### config.mk
export PLATFORM = sky130hd
export DESIGN_NAME = pio_pc_sequencer
export DESIGN_NICKNAME = d
export VERILOG_FILES = /design/src/rtl/pio_pkg.sv /design/src/rtl/pio_pc_sequencer.sv
export SDC_FILE = /design/constraint.sdc
export NUM_CORES = 1
export LEC_CHECK = 0
export CORE_MARGIN = 2
export CORE_UTILIZATION = 41
export CTS_BUF_LIST = sky130_fd_sc_hd__clkbuf_4 sky130_fd_sc_hd__clkbuf_8
export CTS_CLUSTER_DIAMETER = 200
export DETAILED_ROUTE_END_ITERATION = 12
export PLACE_DENSITY = 0.94
export SETUP_SLACK_MARGIN = 0.02
export SYNTH_ARGS = -nofsm -noshare
export SYNTH_HDL_FRONTEND = slang
export SYNTH_SLANG_ARGS = --single-unit
### constraint.sdc
create_clock -name clk -period 1.65 [get_ports clk]
set_input_delay 0.33 -clock clk [delete_from_list [all_inputs] [get_ports clk]]
set_output_delay 0.33 -clock clk [all_outputs]
set_load 0.1 [all_outputs]
### src/rtl/pio_pkg.sv
// Shared widths, state encoding and the sequential next-PC helper
// for the PIO program-counter sequencer.
package pio_pkg;

    localparam int unsigned PC_W    = 5;
    localparam int unsigned INSTR_W = 16;
    localparam int unsigned DELAY_W = 5;

    typedef enum logic [1:0] {
        IDLE  = 2'd0,
        EXEC  = 2'd1,
        DELAY = 2'd2
    } state_e;

    // Sequential advance: jump back to the window bottom at the window top,
    // otherwise increment with natural modulo-32 rollover.
    function automatic logic [PC_W-1:0] seq_next_pc(
        input logic [PC_W-1:0] cur,
        input logic [PC_W-1:0] bottom,
        input logic [PC_W-1:0] top
    );
        logic [PC_W-1:0] nxt;
        if (cur == top) begin
            nxt = bottom;
        end else begin
            nxt = cur + PC_W'(1);
        end
        return nxt;
    endfunction

endpackage

### src/rtl/pio_pc_sequencer.sv
// PIO program-counter sequencer: walks a wrap window of a 32-entry
// instruction store, handling stalls, jumps and post-instruction delays.
//
// Ports:
//   clk, rst_n          clock and asynchronous active-low reset
//   sm_en               enable; low freezes all sequencing state
//   restart             pulse; reload pc to wrap_bottom and enter EXEC
//   wrap_bottom/top     wrap window bounds
//   stall               executor cannot retire this cycle
//   jmp_valid/jmp_addr  jump request and target for the current instruction
//   delay               post-instruction delay cycles
//   read_addr           register-file read address (equals pc)
//   instr_in            combinational register-file read data
//   instr_valid         instr_out carries an instruction this cycle
//   instr_out           instr_in when valid, else zero
//   pc                  current program counter
module pio_pc_sequencer
    import pio_pkg::*;
(
    input  logic               clk,
    input  logic               rst_n,
    input  logic               sm_en,
    input  logic               restart,
    input  logic [PC_W-1:0]    wrap_bottom,
    input  logic [PC_W-1:0]    wrap_top,
    input  logic               stall,
    input  logic               jmp_valid,
    input  logic [PC_W-1:0]    jmp_addr,
    input  logic [DELAY_W-1:0] delay,
    output logic [PC_W-1:0]    read_addr,
    input  logic [INSTR_W-1:0] instr_in,
    output logic               instr_valid,
    output logic [INSTR_W-1:0] instr_out,
    output logic [PC_W-1:0]    pc
);

    state_e             state_q, state_d;
    logic [PC_W-1:0]    pc_q, pc_d;
    logic [DELAY_W-1:0] cnt_q, cnt_d;

    // State register
    always_ff @(posedge clk or negedge rst_n) begin
        if (!rst_n) begin
            state_q <= IDLE;
            pc_q    <= '0;
            cnt_q   <= '0;
        end else begin
            state_q <= state_d;
            pc_q    <= pc_d;
            cnt_q   <= cnt_d;
        end
    end

    // Next-state and next-PC selection: restart > !sm_en > stall > jump > advance
    always_comb begin
        state_d = state_q;
        pc_d    = pc_q;
        cnt_d   = cnt_q;
        if (restart) begin
            state_d = EXEC;
            pc_d    = wrap_bottom;
            cnt_d   = '0;
        end else if (sm_en) begin
            case (state_q)
                IDLE: begin
                    state_d = EXEC;
                end
                EXEC: begin
                    if (!stall) begin
                        pc_d = jmp_valid ? jmp_addr
                                         : seq_next_pc(pc_q, wrap_bottom, wrap_top);
                        if (delay != '0) begin
                            cnt_d   = delay;
                            state_d = DELAY;
                        end
                    end
                end
                DELAY: begin
                    // Counter value 1 marks the last non-valid cycle.
                    if (cnt_q <= DELAY_W'(1)) begin
                        cnt_d   = '0;
                        state_d = EXEC;
                    end else begin
                        cnt_d = cnt_q - DELAY_W'(1);
                    end
                end
                default: begin
                    state_d = IDLE;
                end
            endcase
        end
    end

    // Outputs: zero-latency fetch straight from the register-file read port
    always_comb begin
        instr_valid = 1'b0;
        instr_out   = '0;
        read_addr   = pc_q;
        pc          = pc_q;
        if ((state_q == EXEC) && sm_en) begin
            instr_valid = 1'b1;
            instr_out   = instr_in;
        end
    end

endmodule

; After elaboration in Yosys (flattened, before gate mapping)
; Cells that the tools add are included.
[totals]
reg_bits = 12
input_bits = 42
out_inout_bits = 27
wordCells = 42
[op_classes]
add_sub_neg = 2
order_cmp = 1
eq_ne = 7
muxes = 20
reduce_logical = 9
[op_table]
columns = cell, n
row1 = $mux W5, 11
row2 = $mux W16, 1
row3 = $mux W2, 5
row4 = $pmux W5 S2, 1
row5 = $ne A3 B3 Y1 const B, 3
row6 = $reduce_and A4 Y1, 2
row7 = $pmux W2 S3, 1
row8 = $add A5 B1 Y5 const B, 1
row9 = $eq A5 B5 Y1, 1
row10 = $le A5 B1 Y1 const B, 1
row11 = $reduce_bool A5 Y1, 1
row12 = $sub A5 B1 Y5 const B, 1
row13 = $reduce_bool A2 Y1, 2
row14 = $reduce_and A3 Y1, 1
row15 = $reduce_bool A3 Y1, 1
row16 = $eq A2 B1 Y1 const B, 1
row17 = $eq A2 B2 Y1 const B, 1
row18 = $logic_not A2 Y1, 1
row19 = $ne A2 B2 Y1 const B, 1
row20 = $logic_and A1 B1 Y1, 1
row21 = $mux W1, 1

; Depth between registers and ports, before layout
[logic_depth]
depth_word = 7
ltp_mapped = 6
depth_no_buf = 6

; Least setup slack after synthesis
; No wires, ideal clock.
[synth_path]
path_type = register to output
startpoint = reg state_q[1]
endpoint = out instr_out[10]
arrival_time_ns = 2.060
required_ns = 1.320
slack_ns = -0.740
path_stages_with_launch = 4
path_buffers = 1
cell_sequence = dfrtp_1 -> nor3b_2 -> buf_2 -> and2_1
[synth_between]
elab_chain_cells = 3
[synth_lines]
columns = element, line_no
row1 = from (decl), pio_pc_sequencer.sv:37  ; state_e state_q, state_d;
row2 = from (signal assigned), pio_pc_sequencer.sv:48  ; state_q <= state_d;
row3 = $eq A2 B1 Y1, pio_pc_sequencer.sv:100  ; if ((state_q == EXEC) && sm_en) begin
row4 = $logic_and A1 B1 Y1, pio_pc_sequencer.sv:100
row5 = $mux W16, pio_pc_sequencer.sv:100
row6 = to (decl), pio_pc_sequencer.sv:33  ; output logic [INSTR_W-1:0] instr_out,
; Every way passes these cells.

; Final worst setup path
[layout_path]
startpoint = reg state_q[1]
endpoint = out instr_out[15]
; Same word-level chain as after synthesis.

==> metrics <==
WL final=7130 µm; CTS buffer count=3; worst-path fanout max=9; RSZ-0062 raised after global routing=yes; worst IR drop on VDD=0.631 mV; initial antenna violation count=1; max incr delay on CP=0.44 ns; Largest delay share family, worst path=flip-flops; antenna-violating nets left=0; die width=60.7 µm; combined buffer and inverter count along the critical path=2; global route overflow=0; I/O Buffers=68; Worst Setup End Kind=primary output; sequential area share after synthesis=0.228; fraction of layout cells with a size suffix above 1=0.486; Reg area=319 µm²; Peak Freq=549 MHz; post-DP HPWL=4020 µm; Post-synth EDFFs=0; row count=20; drt pass-1 iters=4; post-route setup TNS=-3.33 ns; Layout area overhead=114%; Synth Register Bits=12; final hold violation count=0; CP Data Arrival Time=1.49 ns; CTS Hold Buffers Added=0; Avg WL per Cell=24.3 µm; syn nets=201; Max H-tree Level=1; Slowest-stage cell, CP=dfrtp_1; Mapped Area=1320 µm²; diodes inserted=0; TritonCTS clock tree=built; Nets=295; P_leak=1.18 nW; io pins=69; CP Data Required Time=1.32 ns; Multi-input gate area=1130 µm²; Routability Congestion=0.920; die area=3680 µm²; GRT Total Usage=0.371; Clock Sinks=12; worst slack at placement=-0.324 ns; failing checks=setup timing; Filler cells=105; utilization after layout=0.922; Iter 0 DRT Violations=175; Period minus WS final=1.82 ns; synth warn=0; Post-Syn Area per Cell=8.45 µm²; final setup fails=27; max cap viols=0; Worst Setup Start Kind=flip-flop; Initial Utilization=0.432; Least-Margin Pin Slew=0.374 ns; Root Buffer=clkbuf_4; global-route wire length before repair=9790 µm; Pwr per Cell Area=857 nW/µm²; worst skew pair latency=0.30 ns; Post-DP Area=2520 µm²; final setup margin=-0.172 ns; Hold Crit Class=in -> async; max-slew violations=0; Clock Pin Slew Worst Setup and Hold Paths=0.10 ns; main flop type after synthesis=dfrtp_1; die height=60.7 µm; CP Cell Sequence=nor3b_4 -> buf_6 -> and2_4 -> buf_12; vias in the first global route=1,748; outcome=finished, violations left; Residual DRC=0; critical path class=reg -> out; skew final=0.0122 ns; total power=2.41 mW; largest net degree at the start of global routing=20; fin area=2820 µm²; via count=1,828; core area=3050 µm²; vias per inst=6.24; async set or reset register ratio after synthesis=1.00; post-synthesis instance total=156; Max clock buf depth=2; relative slew slack=0.749; Final period util=1.10; post-synthesis cell type count=53
==> what timing repair did <==
action	in CTS	in global routing
buffers inserted	5	5
cloned	1	0
pin swaps	12	13
resized for setup	17	34
setup endpoints to repair	22	27
==> power breakdown <==
group	internal, mW	switching (mW)	leakage, nW
logic	0.717	1.05	1.02
registers	0.344	0.0601	0.142
clock network	0.111	0.127	0.0184
total	1.17	1.24	1.18
==> flip-flops by register name, summed over array words and instances (netlist names) <==
name	count
cnt_q	5
pc	5
state_q	2
==> area by class of cell <==
class | count | area share
tap | 44 | 0.0196
clock buffer | 4 | 0.0107
timing repair buffer | 102 | 0.444
inverter | 7 | 0.00933
sequential | 12 | 0.113
multi-input combinational | 124 | 0.403
==> cell usage after synthesis, types with 2 or more instances <==
cell       count  share of area
a211o_1        3          0.020
o31ai_1        2          0.011
nor2_1         8          0.023
buf_2          4          0.015
a31oi_1        3          0.014
nand3_1        6          0.023
xnor2_1        7          0.047
a21oi_1        7          0.027
xor2_1         2          0.013
mux2i_1        5          0.038
buf_4          6          0.034
nand3b_1       2          0.011
a2111oi_2      3          0.034
clkbuf_1       2         0.0057
nor3_1         5          0.019
o41ai_1        2          0.013
nand2b_1       6          0.028
a211oi_1       2          0.011
and2_1        18          0.085
ha_1           3          0.028
dfrtp_1       12           0.23
nand2_1        6          0.017
nor2b_1        4          0.019
o21ai_0        3          0.011
inv_1          7          0.020
==> stage by stage <==
stage | cells | hold slack, ns
floorplan | 156 | 0.0344
global placement | 280 | 0.574
detailed placement | 280 | 0.579
CTS | 290 | 0.278
global route | 293 | 0.254
finish | 293 | 0.263
==> cell usage in the layout (no fill, tap or decap), types with 2 or more instances in the layout <==
| master | synthesis | layout |
|---|---|---|
| dlymetal6s2s_1 | 0 | 3 |
| nand3_1 | 6 | 6 |
| o21ai_0 | 3 | 3 |
| buf_4 | 6 | 26 |
| xor2_1 | 2 | 2 |
| mux2i_1 | 5 | 5 |
| nand3b_1 | 2 | 2 |
| clkdlybuf4s50_1 | 0 | 37 |
| dfrtp_1 | 12 | 5 |
| buf_6 | 1 | 7 |
| clkbuf_4 | 0 | 4 |
| a211oi_2 | 1 | 2 |
| nor2_1 | 8 | 6 |
| nand2_1 | 6 | 6 |
| nor3b_4 | 0 | 2 |
| nand2b_1 | 6 | 5 |
| nor2b_1 | 4 | 4 |
| o31ai_1 | 2 | 2 |
| a211o_1 | 3 | 3 |
| xnor2_1 | 7 | 5 |
| a21oi_1 | 7 | 5 |
| inv_1 | 7 | 5 |
| buf_12 | 0 | 28 |
| dfrtp_4 | 0 | 4 |
| a2111oi_4 | 0 | 3 |
| nor3_1 | 5 | 5 |
| xnor2_2 | 0 | 2 |
| inv_2 | 0 | 2 |
| a31oi_1 | 3 | 2 |
| nor2_2 | 0 | 2 |
| dfrtp_2 | 0 | 3 |
| and2_1 | 18 | 2 |
| ha_1 | 3 | 2 |
| and2_4 | 0 | 16 |
==> cells by family (layout without fill, tap and decap cells) <==
logic type | after synthesis | in the layout | share of synthesized area
AOI/OAI and AO/OA | 41 | 41 | 0.254
xor gates and xnor gates | 9 | 9 | 0.0598
adders and majority gates | 3 | 3 | 0.0285
buffers and inverters | 20 | 113 | 0.0836
DFF | 12 | 12 | 0.228
muxes | 6 | 6 | 0.0465
and+or+nand+nor | 65 | 65 | 0.300
==> final timing paths <==
path / from / to / slack (ns) / cells past startpoint
min in group clk: stall / state_q[0]$_DFFE_PN0P_ / 0.63 / 4
max in group asynchronous: rst_n / cnt_q[0]$_DFFE_PN0P_ / 0.94 / 2
worst min register to register: cnt_q[3]$_DFFE_PN0P_ / cnt_q[3]$_DFFE_PN0P_ / 0.67 / 2
worst max register to register: state_q[1]$_DFFE_PN0P_ / cnt_q[2]$_DFFE_PN0P_ / -0.13 / 7
worst max-delay path: state_q[1]$_DFFE_PN0P_ / instr_out[15] / -0.17 / 4
worst min-delay path: rst_n / pc[1]$_DFFE_PN0P_ / 0.26 / 1
==> routing by layer <==
metal	global-route usage	vias up	share of wire
li1	-	751	-
met1	0.447	869	0.36
met2	0.651	162	0.48
met3	0.0746	44	0.10
met4	0.140	2	0.056
met5	0	-	0.0018
No activity file was read; power rests on OpenSTA's default activity.
